File: src/rtl/seg7_scan4.sv
// seg7_scan4 -- 4-digit multiplexed 7-segment display driver.
// Snapshots four BCD digits plus decimal points once per frame, then scans
// them onto one shared segment bus. Each digit slot opens with an all-off
// gap to prevent ghosting. Optional leading-zero blanking applies to
// digits 3..1.
// Ports:
//   clk_i     clock, all state changes on its rising edge
//   reset_i   synchronous active-high reset, dominates every other input
//   en_i      scan enable; when low, the scan position holds and outputs go dark
//   d0_i..d3_i BCD digits (d0 least significant)
//   dp_i      decimal point per digit, dp_i[i] belongs to digit i
//   seg_o     segments a..g on bits 0..6 (pin polarity)
//   seg_dp_o  decimal-point segment (pin polarity)
//   dig_o     one-hot digit select (pin polarity)
//   frame_o   one-cycle pulse after the last clock of slot 3
module seg7_scan4 #(
   parameter int DIV            = 50000,
   parameter int BLANK          = 16,
   parameter int LZB            = 1,
   parameter int SEG_ACTIVE_LOW = 1,
   parameter int DIG_ACTIVE_LOW = 1
) (
   input  logic       clk_i,
   input  logic       reset_i,
   input  logic       en_i,
   input  logic [3:0] d0_i,
   input  logic [3:0] d1_i,
   input  logic [3:0] d2_i,
   input  logic [3:0] d3_i,
   input  logic [3:0] dp_i,
   output logic [6:0] seg_o,
   output logic       seg_dp_o,
   output logic [3:0] dig_o,
   output logic       frame_o
);

   localparam int            PW        = $clog2(DIV);
   localparam logic [PW-1:0] PCNT_MAX  = PW'(DIV - 1);
   localparam logic [PW-1:0] PCNT_BLNK = PW'(BLANK);
   localparam logic          SEG_INV   = (SEG_ACTIVE_LOW != 0);
   localparam logic          DIG_INV   = (DIG_ACTIVE_LOW != 0);
   localparam logic          LZB_ON    = (LZB != 0);
   localparam logic [6:0]    SEG_OFF   = SEG_INV ? 7'h7F : 7'h00;
   localparam logic          DP_OFF    = SEG_INV;
   localparam logic [3:0]    DIG_OFF   = DIG_INV ? 4'hF : 4'h0;

   // BCD to logical active-high segments (g..a); invalid codes show a dash
   function automatic logic [6:0] bcd_decode(input logic [3:0] v);
      logic [6:0] s;
      case (v)
         4'd0:    s = 7'h3F;
         4'd1:    s = 7'h06;
         4'd2:    s = 7'h5B;
         4'd3:    s = 7'h4F;
         4'd4:    s = 7'h66;
         4'd5:    s = 7'h6D;
         4'd6:    s = 7'h7D;
         4'd7:    s = 7'h07;
         4'd8:    s = 7'h7F;
         4'd9:    s = 7'h6F;
         default: s = 7'h40;
      endcase
      return s;
   endfunction

   logic [PW-1:0]   pcnt_q, pcnt_d;
   logic [1:0]      sidx_q, sidx_d;
   logic [3:0][3:0] sh_q, sh_d;
   logic [3:0]      sh_dp_q, sh_dp_d;
   logic [6:0]      seg_q, seg_d;
   logic            seg_dp_q, seg_dp_d;
   logic [3:0]      dig_q, dig_d;
   logic            frame_q, frame_d;
   logic            lz_blank_s;
   logic [6:0]      seg_log_s;

   // Leading-zero blanking for the current slot, judged on the snapshot only
   always_comb begin
      lz_blank_s = 1'b0;
      case (sidx_q)
         2'd3:    lz_blank_s = (sh_q[3] == 4'd0);
         2'd2:    lz_blank_s = (sh_q[3] == 4'd0) && (sh_q[2] == 4'd0);
         2'd1:    lz_blank_s = (sh_q[3] == 4'd0) && (sh_q[2] == 4'd0) && (sh_q[1] == 4'd0);
         default: lz_blank_s = 1'b0;
      endcase
      if (LZB_ON && lz_blank_s) begin
         seg_log_s = 7'h00;
      end else begin
         seg_log_s = bcd_decode(sh_q[sidx_q]);
      end
   end

   // Next-state: prescaler, slot index, frame snapshot and output phase
   always_comb begin
      pcnt_d   = pcnt_q;
      sidx_d   = sidx_q;
      sh_d     = sh_q;
      sh_dp_d  = sh_dp_q;
      seg_d    = SEG_OFF;
      seg_dp_d = DP_OFF;
      dig_d    = DIG_OFF;
      frame_d  = 1'b0;
      if (en_i) begin
         if (pcnt_q == PCNT_MAX) begin
            pcnt_d = {PW{1'b0}};
            sidx_d = sidx_q + 2'd1;
         end else begin
            pcnt_d = pcnt_q + PW'(1);
            sidx_d = sidx_q;
         end
         // Snapshot once per frame so a digit never tears mid-scan
         if ((pcnt_q == {PW{1'b0}}) && (sidx_q == 2'd0)) begin
            sh_d    = {d3_i, d2_i, d1_i, d0_i};
            sh_dp_d = dp_i;
         end else begin
            sh_d    = sh_q;
            sh_dp_d = sh_dp_q;
         end
         frame_d = (pcnt_q == PCNT_MAX) && (sidx_q == 2'd3);
         if (pcnt_q < PCNT_BLNK) begin
            seg_d    = SEG_OFF;
            seg_dp_d = DP_OFF;
            dig_d    = DIG_OFF;
         end else begin
            seg_d    = seg_log_s ^ {7{SEG_INV}};
            seg_dp_d = sh_dp_q[sidx_q] ^ SEG_INV;
            dig_d    = (4'b0001 << sidx_q) ^ {4{DIG_INV}};
         end
      end else begin
         frame_d = 1'b0;
      end
   end

   // State and registered pin outputs, synchronous reset
   always_ff @(posedge clk_i) begin
      if (reset_i) begin
         pcnt_q   <= {PW{1'b0}};
         sidx_q   <= 2'd0;
         sh_q     <= 16'h0000;
         sh_dp_q  <= 4'h0;
         seg_q    <= SEG_OFF;
         seg_dp_q <= DP_OFF;
         dig_q    <= DIG_OFF;
         frame_q  <= 1'b0;
      end else begin
         pcnt_q   <= pcnt_d;
         sidx_q   <= sidx_d;
         sh_q     <= sh_d;
         sh_dp_q  <= sh_dp_d;
         seg_q    <= seg_d;
         seg_dp_q <= seg_dp_d;
         dig_q    <= dig_d;
         frame_q  <= frame_d;
      end
   end

   assign seg_o    = seg_q;
   assign seg_dp_o = seg_dp_q;
   assign dig_o    = dig_q;
   assign frame_o  = frame_q;

endmodule

File: config.mk
export PLATFORM = sky130hd
export DESIGN_NAME = seg7_scan4
export DESIGN_NICKNAME = d
export VERILOG_FILES = /design/src/rtl/seg7_scan4.sv
export SDC_FILE = /design/constraint.sdc
export NUM_CORES = 1
export LEC_CHECK = 0
export CAP_MARGIN = 20
export CORE_UTILIZATION = 38
export DETAILED_ROUTE_END_ITERATION = 12
export PLACE_DENSITY = 0.6
export SYNTH_ARGS = -nofsm -noshare
export SYNTH_HDL_FRONTEND = slang
export SYNTH_SLANG_ARGS = --single-unit
File: constraint.sdc
create_clock -name clk_i -period 3.2 [get_ports clk_i]
set_input_delay 0.64 -clock clk_i [delete_from_list [all_inputs] [get_ports clk_i]]
set_output_delay 0.64 -clock clk_i [all_outputs]
set_load 0.01 [all_outputs]
==> impl_metrics.env <==
export IMPL_vdd_drop_max_mv=0.187
export IMPL_pin_count=36
export IMPL_coreArea_mm2=0.00603
export IMPL_wl_per_cell_um=13.5
export IMPL_crit_fanout=15
export IMPL_syn_area_mm2=0.00240
export IMPL_path_class="in2reg"
export IMPL_end_kind="flip-flop"
export IMPL_dp_hpwl_um=3500
export IMPL_ys_seq_area_frac=0.425
export IMPL_cts_made_buffers=5
export IMPL_ys_warnings_count=0
export IMPL_worst_slack_ps=932
export IMPL_finalHoldViolations=0
export IMPL_synth_seq_cells=51
export IMPL_die_h_um=81.6
export IMPL_start_util=0.399
export IMPL_insertedDiodeCount=0
export IMPL_r2r_slack_ps=1120
export IMPL_utilization=0.474
export IMPL_cts_tree="built"
export IMPL_syn_avg_cell_area_um2=9.04
export IMPL_drive_above_1_share=0.0685
export IMPL_hold_depth=2
export IMPL_fin_area_mm2=0.00286
export IMPL_ys_types=38
export IMPL_drt_first_iter_violations=80
export IMPL_dieArea_mm2=0.00665
export IMPL_r2r_cells=4
export IMPL_worst_hold_slack_ps=482
export IMPL_place_inst=360
export IMPL_die_x_um=81.6
export IMPL_totalWireLength_um=4940
export IMPL_holdBufCountCts=0
export IMPL_synth_top_cell_by_area="dfxtp_1"
export IMPL_syn_nets=301
export IMPL_synth_top_area_frac=0.425
export IMPL_maxSlewViolCount=0
export IMPL_rr_endpoint="seg_o[3]"
export IMPL_start_kind="input port"
export IMPL_grt_pass1_vias=1821
export IMPL_cts_root_buf="clkbuf_8"
export IMPL_worstReg2RegStart="pcnt_q[10]"
export IMPL_grt_max_degree=22
export IMPL_cts_sinks=51
export IMPL_setup_viol=0
export IMPL_drv_cap=0
export IMPL_area_delta_synth_final_pct=18.7
export IMPL_fmax_ghz=0.441
export IMPL_startpoint="en_i"
export IMPL_pre_cts_slack_ps=591
export IMPL_first_pass_iters=4
export IMPL_maxSlewHeadroom=0.479
export IMPL_fin_worst_skew_ps=12.0
export IMPL_fin_cells=367
export IMPL_synth_area_leaders="dfxtp_1, nand3_1, ha_1"
export IMPL_rsz0062_at_grt="false"
export IMPL_power_total_mw=1.17
export IMPL_crit_required_ps=3380
export IMPL_outcome="finished, final reports clean"
export IMPL_clk_pin_slew_ps=90
export IMPL_place_congestion=0.767
export IMPL_rows=28
export IMPL_grt_util_all_layers=0.167
export IMPL_dpl_cell_area_mm2=0.00277
export IMPL_vias_per_cell=5.29
export IMPL_ant_nets=0
export IMPL_min_from="sh_dp_q[3]"
export IMPL_min_path_type="reg2reg"
export IMPL_p_leak_nw=0.998
export IMPL_period_minus_slack_ps=2270
export IMPL_clock_path_buffers=2
export IMPL_antenna_found_initial=0
export IMPL_tns_ps=0
export IMPL_drc_errors=0
export IMPL_port_buffer_count=35
export IMPL_grt_pass1_wl_um=8560
export IMPL_grt_overflow_total=0
export IMPL_tightest_slew_ps=782
export IMPL_nets=327
export IMPL_fin_crit_sh=0.709
export IMPL_clk_latency_ps=310
export IMPL_htreeDepth=2
export IMPL_cts_resized=0
export IMPL_postCtsSetupRepairBufs=0
export IMPL_synth_cells=266
export IMPL_fillers=609
export IMPL_power_density_mw_per_mm2=408
export IMPL_min_to="sh_dp_q[3]"
export IMPL_worstPathArrival_ps=2440
export IMPL_vias=1943
placed cells by master (no fill, tap or decap):
| cell | count |
|---|---|
| a211o_1 | 1 |
| a21o_1 | 1 |
| a21oi_1 | 25 |
| and2_0 | 1 |
| and3_1 | 2 |
| and4_1 | 5 |
| and4_4 | 1 |
| and4b_4 | 1 |
| buf_4 | 2 |
| clkbuf_8 | 5 |
| clkdlybuf4s50_1 | 35 |
| clkinv_2 | 1 |
| clkinv_4 | 1 |
| dfxtp_1 | 51 |
| ha_1 | 12 |
| inv_1 | 9 |
| mux2i_1 | 1 |
| mux4_1 | 2 |
| mux4_2 | 3 |
| nand2_1 | 16 |
| nand2b_2 | 1 |
| nand3_1 | 31 |
| nand4_1 | 10 |
| nor2_1 | 18 |
| nor3_1 | 3 |
| nor3_2 | 1 |
| nor3b_2 | 1 |
| nor4_1 | 3 |
| nor4_4 | 1 |
| nor4b_1 | 1 |
| o211ai_1 | 1 |
| o21ai_0 | 25 |
| o21ai_2 | 1 |
| o21ba_2 | 1 |
| o31ai_1 | 2 |
| or3_1 | 1 |
| or4_1 | 3 |
| xnor2_1 | 7 |
| xor2_1 | 6 |
power breakdown:
group | switching (mW) | internal, mW | leakage, nW
Clock | 0.212 | 0.150 | 0.0440
Sequential | 0.0147 | 0.656 | 0.415
Combinational | 0.0677 | 0.0655 | 0.539
Total | 0.294 | 0.872 | 0.998
cells in the mapped netlist:
cell type  number
a21o_1          1
mux4_1          2
and4_1          5
o21ba_2         1
buf_6           1
mux2i_1         1
nor4_4          1
mux4_2          3
o21ai_2         1
nand3_1        31
and4b_4         1
xor2_1          6
a211o_1         1
nor3_2          1
nor3b_2         1
inv_1           9
and3_1          2
and2_0          1
nand4_1        10
clkbuf_1       10
nor4b_1         1
buf_4           3
or4_1           3
o31ai_1         2
o211ai_1        1
or3_1           1
nor4_1          3
ha_1           12
buf_2           4
dfxtp_1        51
nor2_1         18
xnor2_1         7
o21ai_0        25
nand2b_2        1
nor3_1          3
nand2_1        16
and4_4          1
a21oi_1        25
critical path, stage by stage:
cell and delay, ps:
clkdlybuf4s50_1 680, and3_1 260, and2_0 290, a21o_1 470
nor2_1 100
per-layer routing:
metal	share of wire	wire length, µm	track usage
met4	0.016	78	0.0571
met5	0	0	0
met1	0.52	2560	0.236
met2	0.43	2120	0.250
met3	0.037	183	0.0333
sequential cells by signal, summed over array words and instances, names as in the netlist:
name	count
pcnt_q	16
sh_q	16
seg_o	7
dig_o	4
sh_dp_q	4
sidx_q	2
frame_o	1
seg_dp_o	1
how the worst max path moves through the flow:
stage | end | slack [ps]
after floorplan | seg_o[2] | 1310
after CTS | pcnt_q[0] | 910
after global routing | pcnt_q[0] | 770
after detailed placement | pcnt_q[0] | 590
final | pcnt_q[0] | 930
after global placement | pcnt_q[12] | 670
cell families after synthesis:
| family | count (synthesis) | share of synthesized area |
|---|---|---|
| AND/OR/NAND/NOR | 100 | 0.232 |
| AO/OA/AOI/OAI | 57 | 0.128 |
| flip-flops | 51 | 0.425 |
| buffers and inverters | 27 | 0.0520 |
| XOR/XNOR | 13 | 0.0473 |
| adder cells (fa/ha/maj) | 12 | 0.0624 |
| multiplexers | 6 | 0.0541 |
area by class of cell:
cell class	instances	area, µm²	share of cell area
flip-flops and latches	51	1020	0.358
repair buffers	37	365	0.128
clock buffers	5	68.8	0.0241
clock inverters	2	13.8	0.00482
multi-input cells	188	1260	0.441
well taps	75	93.8	0.0329
inverters	9	33.8	0.0118
(Power assumes the default switching activity.)
